<file path="config.mk">
export PLATFORM = sky130hd
export DESIGN_NAME = wb_seq
export DESIGN_NICKNAME = d
export VERILOG_FILES = /design/src/rtl/wb_seq_pkg.sv /design/src/rtl/wb_seq_instr_class_dec.sv /design/src/rtl/wb_seq.sv
export SDC_FILE = /design/constraint.sdc
export NUM_CORES = 1
export LEC_CHECK = 0
export ABC_AREA = 1
export CAP_MARGIN = 20
export CORE_UTILIZATION = 45
export DETAILED_ROUTE_END_ITERATION = 10
export HOLD_SLACK_MARGIN = 0.06
export PLACE_DENSITY = 0.73
export SLEW_MARGIN = 20
export SYNTH_ARGS = -nofsm -noshare
export SYNTH_HDL_FRONTEND = slang
export SYNTH_HIERARCHICAL = 1
export SYNTH_SLANG_ARGS = --single-unit
export TNS_END_PERCENT = 1
</file>
<file path="constraint.sdc">
create_clock -name clk -period 2.4 [get_ports clk]
set_clock_uncertainty 0.1 [all_clocks]
set_input_delay 0.24 -clock clk [delete_from_list [all_inputs] [get_ports clk]]
set_output_delay 0.24 -clock clk [all_outputs]
set_load 0.05 [all_outputs]
</file>
<file path="src/rtl/wb_seq_pkg.sv">
// Shared encodings for the multi-cycle control sequencer and its write-back mux.
// Holds the state codes, write-back select codes, opcode constants and the
// opcode class codes produced by instr_class_dec.
package wb_seq_pkg;

  localparam logic [2:0] ST_FETCH  = 3'd0;
  localparam logic [2:0] ST_DECODE = 3'd1;
  localparam logic [2:0] ST_EXEC   = 3'd2;
  localparam logic [2:0] ST_MEM    = 3'd3;
  localparam logic [2:0] ST_WB     = 3'd4;
  localparam logic [2:0] ST_TRAP   = 3'd5;

  localparam logic [1:0] WDSEL_ALU = 2'b00;
  localparam logic [1:0] WDSEL_DM  = 2'b01;
  localparam logic [1:0] WDSEL_JMP = 2'b10;

  localparam logic [6:0] OP_R      = 7'b0110011;
  localparam logic [6:0] OP_I      = 7'b0010011;
  localparam logic [6:0] OP_LUI    = 7'b0110111;
  localparam logic [6:0] OP_LOAD   = 7'b0000011;
  localparam logic [6:0] OP_STORE  = 7'b0100011;
  localparam logic [6:0] OP_BRANCH = 7'b1100011;
  localparam logic [6:0] OP_JAL    = 7'b1101111;
  localparam logic [6:0] OP_JALR   = 7'b1100111;

  localparam logic [2:0] CLS_ALU    = 3'd0;
  localparam logic [2:0] CLS_LOAD   = 3'd1;
  localparam logic [2:0] CLS_STORE  = 3'd2;
  localparam logic [2:0] CLS_BRANCH = 3'd3;
  localparam logic [2:0] CLS_JUMP   = 3'd4;

endpackage

</file>
<file path="src/rtl/wb_seq_instr_class_dec.sv">
// instr_class_dec: purely combinational opcode classifier.
// Ports:
//   opcode  in  7  instr[6:0]
//   cls     out 3  opcode class (CLS_*)
//   illegal out 1  opcode is not supported; cls is then don't-care (CLS_ALU)
module instr_class_dec
  import wb_seq_pkg::*;
(
  input  logic [6:0] opcode,
  output logic [2:0] cls,
  output logic       illegal
);

  always_comb begin
    cls     = CLS_ALU;
    illegal = 1'b0;
    case (opcode)
      OP_R, OP_I, OP_LUI: cls = CLS_ALU;
      OP_LOAD:            cls = CLS_LOAD;
      OP_STORE:           cls = CLS_STORE;
      OP_BRANCH:          cls = CLS_BRANCH;
      OP_JAL, OP_JALR:    cls = CLS_JUMP;
      default:            illegal = 1'b1;
    endcase
  end

endmodule

</file>
<file path="src/rtl/wb_seq.sv">
// wb_seq: multi-cycle instruction control sequencer.
// Ports:
//   clk, rst             clock, synchronous active-high reset
//   opcode               sampled in DECODE
//   branch_taken         sampled in EXEC (only combinational input path, to pc_wr)
//   mem_ack              data-memory completion, looked at in MEM
//   ir_wr, pc_wr, mem_rd, mem_wr, rf_wr   control strobes
//   wdsel                write-back select, changes only when leaving DECODE
//   state                current state (debug)
//   illegal, timeout     sticky error flags, cleared only by rst
//
// state  | meaning
// FETCH  | load IR, advance PC
// DECODE | classify opcode, load wdsel
// EXEC   | ALU / branch resolve / jump PC update
// MEM    | data-memory access, wait for mem_ack under a watchdog
// WB     | register-file write
// TRAP   | illegal opcode or memory timeout, held until rst
module wb_seq
  import wb_seq_pkg::*;
#(
  parameter int MEM_TMO = 16
) (
  input  logic       clk,
  input  logic       rst,
  input  logic [6:0] opcode,
  input  logic       branch_taken,
  input  logic       mem_ack,
  output logic       ir_wr,
  output logic       pc_wr,
  output logic       mem_rd,
  output logic       mem_wr,
  output logic       rf_wr,
  output logic [1:0] wdsel,
  output logic [2:0] state,
  output logic       illegal,
  output logic       timeout
);

  localparam int CW = (MEM_TMO > 1) ? $clog2(MEM_TMO) : 1;
  localparam logic [CW-1:0] TMO_LAST = CW'(MEM_TMO - 1);

  logic [2:0]    dec_cls;
  logic          dec_ill;
  logic [2:0]    cls_q;
  logic [CW-1:0] wait_cnt;

  instr_class_dec u_dec (
    .opcode  (opcode),
    .cls     (dec_cls),
    .illegal (dec_ill)
  );

  always_ff @(posedge clk) begin
    if (rst) begin
      state    <= ST_FETCH;
      cls_q    <= CLS_ALU;
      wdsel    <= WDSEL_ALU;
      illegal  <= 1'b0;
      timeout  <= 1'b0;
      wait_cnt <= '0;
    end else begin
      case (state)
        ST_FETCH: state <= ST_DECODE;
        ST_DECODE: begin
          cls_q <= dec_cls;
          if (dec_ill) begin
            illegal <= 1'b1;
            state   <= ST_TRAP;
          end else begin
            state <= ST_EXEC;
            case (dec_cls)
              CLS_ALU:  wdsel <= WDSEL_ALU;
              CLS_LOAD: wdsel <= WDSEL_DM;
              CLS_JUMP: wdsel <= WDSEL_JMP;
              default:  ;
            endcase
          end
        end
        ST_EXEC: begin
          case (cls_q)
            CLS_LOAD, CLS_STORE: begin
              state    <= ST_MEM;
              wait_cnt <= '0;
            end
            CLS_BRANCH: state <= ST_FETCH;
            default:    state <= ST_WB;
          endcase
        end
        ST_MEM: begin
          // A late ack on the last allowed cycle still completes the access.
          if (mem_ack) begin
            state <= (cls_q == CLS_LOAD) ? ST_WB : ST_FETCH;
          end else if (wait_cnt == TMO_LAST) begin
            timeout <= 1'b1;
            state   <= ST_TRAP;
          end else begin
            wait_cnt <= wait_cnt + CW'(1);
          end
        end
        ST_WB:   state <= ST_FETCH;
        ST_TRAP: state <= ST_TRAP;
        default: state <= ST_TRAP;
      endcase
    end
  end

  // Strobes are decoded from state; they are held low while rst is high so
  // the FETCH strobes first appear in the cycle after rst is released.
  always_comb begin
    ir_wr  = 1'b0;
    pc_wr  = 1'b0;
    mem_rd = 1'b0;
    mem_wr = 1'b0;
    rf_wr  = 1'b0;
    if (!rst) begin
      case (state)
        ST_FETCH: begin
          ir_wr = 1'b1;
          pc_wr = 1'b1;
        end
        ST_EXEC: pc_wr = (cls_q == CLS_JUMP) || ((cls_q == CLS_BRANCH) && branch_taken);
        ST_MEM: begin
          mem_rd = (cls_q == CLS_LOAD);
          mem_wr = (cls_q == CLS_STORE);
        end
        ST_WB:   rf_wr = 1'b1;
        default: ;
      endcase
    end
  end

endmodule
</file>
==> impl_metrics.json <==
{
  "status": "finished, final reports clean",
  "hp-class": "reg2reg",
  "layout-drive-gt1-share": 0.174,
  "syn_area_per_cell_um2": 6.27,
  "antenna_cells": 0,
  "sw_frac_of_total": 0.347,
  "multi_input_area_um2": 532,
  "synth.most_common_cell": "nor2_1",
  "max_cap_violations": 0,
  "slew_violations": 0,
  "core-area_um2": 1780,
  "yosysWarningCount": 6,
  "syn_to_final_growth_pct": 35.1,
  "place_inst": 188,
  "critPathMaxFanout": 8,
  "r2r_cells": 7,
  "critPathBufInv": 1,
  "ys_seq_area_frac": 0.317,
  "root_buffer": "clkbuf_4",
  "worst-r2r-setup-slack_ps": 890,
  "start_util": 0.496,
  "async_flop_share": 0,
  "fillCellCount": 156,
  "die_w_um": 46.3,
  "ctsLongestPathBuffers": 2,
  "worstSetupPathType": "reg2out",
  "worst_path_largest_cell_delay_ps": 870,
  "drt_iter0_markers": 23,
  "tightest_slew_ps": 495,
  "drc": 0,
  "rsz0062_at_grt": "no",
  "antenna_found_initial": 0,
  "final_cells": 192,
  "synth_cell_type_count": 21,
  "synth_area_leader_cell": "dfxtp_1",
  "synth_ff_type": "dfxtp_1",
  "grt_max_degree": 11,
  "min_delay_path_depth": 2,
  "cts.sinks": 14,
  "grt_pass1_vias": 751,
  "cts_setup_buffers": 0,
  "crit_chain": "clkdlybuf4s50_1",
  "synth_fp_nets": 153,
  "holdPathEnd": "wdsel[0]$_SDFFE_PP0P_",
  "synthTopCellsByArea": "dfxtp_1, nor2_1, nand2_1",
  "hold-worst-slack_ps": 367,
  "power.share.clock": 0.267,
  "arrival_ps": 1660,
  "cellPowerDensity_nw_per_um2": 537,
  "cts_tree": "yes",
  "leakagePower_nw": 0.534,
  "die_h_um": 46.3,
  "vias_per_cell": 5.01,
  "design.portCount": 23,
  "syn_inst": 141,
  "routabilityCongestion": 0.852,
  "p_seq_frac": 0.420,
  "slew_headroom": 0.669,
  "cts_resized": 0,
  "rows": 15,
  "timing.fmax_ghz": 0.501,
  "min_period_ps": 2000,
  "ant_nets": 0,
  "switchingPower_mw": 0.222,
  "min_from": "wdsel[0]$_SDFFE_PP0P_",
  "start_kind": "register",
  "cts_htree_levels": 1,
  "grt_use_total": 0.200,
  "wl_um": 1910,
  "yosysTopAreaCellShare": 0.317,
  "power_frac_comb": 0.313,
  "finalCritPeriodShare": 0.831,
  "path_delay_family": "buffers and inverters",
  "gr-total-overflow": 0,
  "synth_common_cells": "nor2_1, nand2_1, inv_1, dfxtp_1",
  "clk_pin_slew_ps": 80,
  "cp_data_required_time_ps": 2060,
  "numCtsBuffers": 3,
  "vias": 962,
  "critPathSlowestCell": "clkdlybuf4s50_1",
  "nets": 180,
  "synth_edf_count": 0,
  "peakVddDrop_v": 0.000328,
  "setup_tns_ps": 0,
  "r2r-end": "wait_cnt[0]$_SDFFE_PP0P_",
  "finalSetupViolations": 0,
  "crit_path_end_kind": "output port",
  "firstDrtPassIters": 4,
  "ff_latch_area_um2": 280,
  "r2r_start": "state[1]$_SDFFE_PP0P_",
  "grt_pass1_wl_um": 3030,
  "hpwl_um": 1520,
  "port_buffers": 22,
  "p_int_mw": 0.419,
  "hold_buffers": 0,
  "post_drt_wl_per_cell_um": 9.97,
  "ys_seq_elements": 14,
  "finalHoldViolations": 0,
  "clock_latency_ps": 280,
  "netlist_area_um2": 885,
  "die_area_um2": 2150
}
flip-flops by register name, summed over array words and instances (netlist names):
| signal | flops |
|---|---|
| wait_cnt | 4 |
| cls_q | 3 |
| state | 3 |
| wdsel | 2 |
| illegal | 1 |
| timeout | 1 |
worst max path at each step:
stage | startpoint | end | slack (ps) | cells past startpoint
after detailed placement | opcode[6] | wdsel[1]$_SDFFE_PP0P_ | 620 | 10
after floorplan | state[0]$_SDFFE_PP0P_ | mem_rd | -180 | 2
after global placement | rst | pc_wr | 660 | 5
after CTS | state[0]$_SDFFE_PP0P_ | state[0] | 400 | 1
final | state[0]$_SDFFE_PP0P_ | state[0] | 400 | 1
after global routing | state[0]$_SDFFE_PP0P_ | state[0] | 330 | 1
layout make-up:
class,instances,share of cell area
clock buffers,4,0.0304
inverters,20,0.0628
flip-flops and latches,14,0.235
repair buffers,23,0.201
multi-input cells,106,0.445
well taps,25,0.0262
kinds of logic (layout without fill, tap and decap cells):
kind of cell               count (synthesis)  after routing  synth area share
DFF                                       14             14             0.317
AOI/OAI and AO/OA                         16             16            0.0933
buffers and inverters                     21             47            0.0891
xor gates and xnor gates                   1              1           0.00990
and+or+nand+nor                           88             88             0.477
adders and majority gates                  1              1            0.0141
through the flow:
step | power, mW | cell area (um2) | utilization | setup slack, ps
global placement | 0.474 | 1160 | 0.650 | 657
finish | 0.642 | 1190 | 0.670 | 405
floorplan | 0.397 | 891 | - | -183
detailed placement | 0.477 | 1160 | 0.650 | 623
global route | 0.677 | 1190 | 0.670 | 331
CTS | 0.647 | 1190 | 0.670 | 399
power groups by stage:
stage | sequential, mW | combinational, mW | clock [mW]
final | 0.270 | 0.201 | 0.171
after global routing | 0.273 | 0.220 | 0.184
after CTS | 0.269 | 0.202 | 0.175
after detailed placement | 0.275 | 0.201 | 0
after global placement | 0.274 | 0.199 | 0
after floorplan | 0.300 | 0.0966 | 0
cell usage in the layout (no fill, tap or decap):
cell type	synthesis	routed
nor3_1	4	4
nand3b_1	3	3
inv_1	17	17
nor3b_1	1	1
ha_1	1	1
inv_2	3	3
buf_4	0	4
clkdlybuf4s50_1	0	17
nand3_2	3	3
nor4_2	0	1
a31oi_1	2	2
nor2_1	28	28
buf_12	0	2
xnor2_1	1	1
nand4_1	2	2
nand2_2	7	7
o21ai_0	5	5
nor3_2	1	1
clkbuf_4	0	3
a21oi_1	9	9
dfxtp_1	14	14
nor2_2	4	4
nand2_1	25	25
clkbuf_8	0	1
nand3_1	9	9
metal layers:
metal | global-route usage | routed length [um] | up-vias
li1 | - | - | 508
met3 | 0.0745 | 105 | 5
met1 | 0.254 | 958 | 416
met5 | 0 | 0 | -
met2 | 0.300 | 824 | 33
met4 | 0.0882 | 25 | 0
Power figures use the tool's default switching activity.
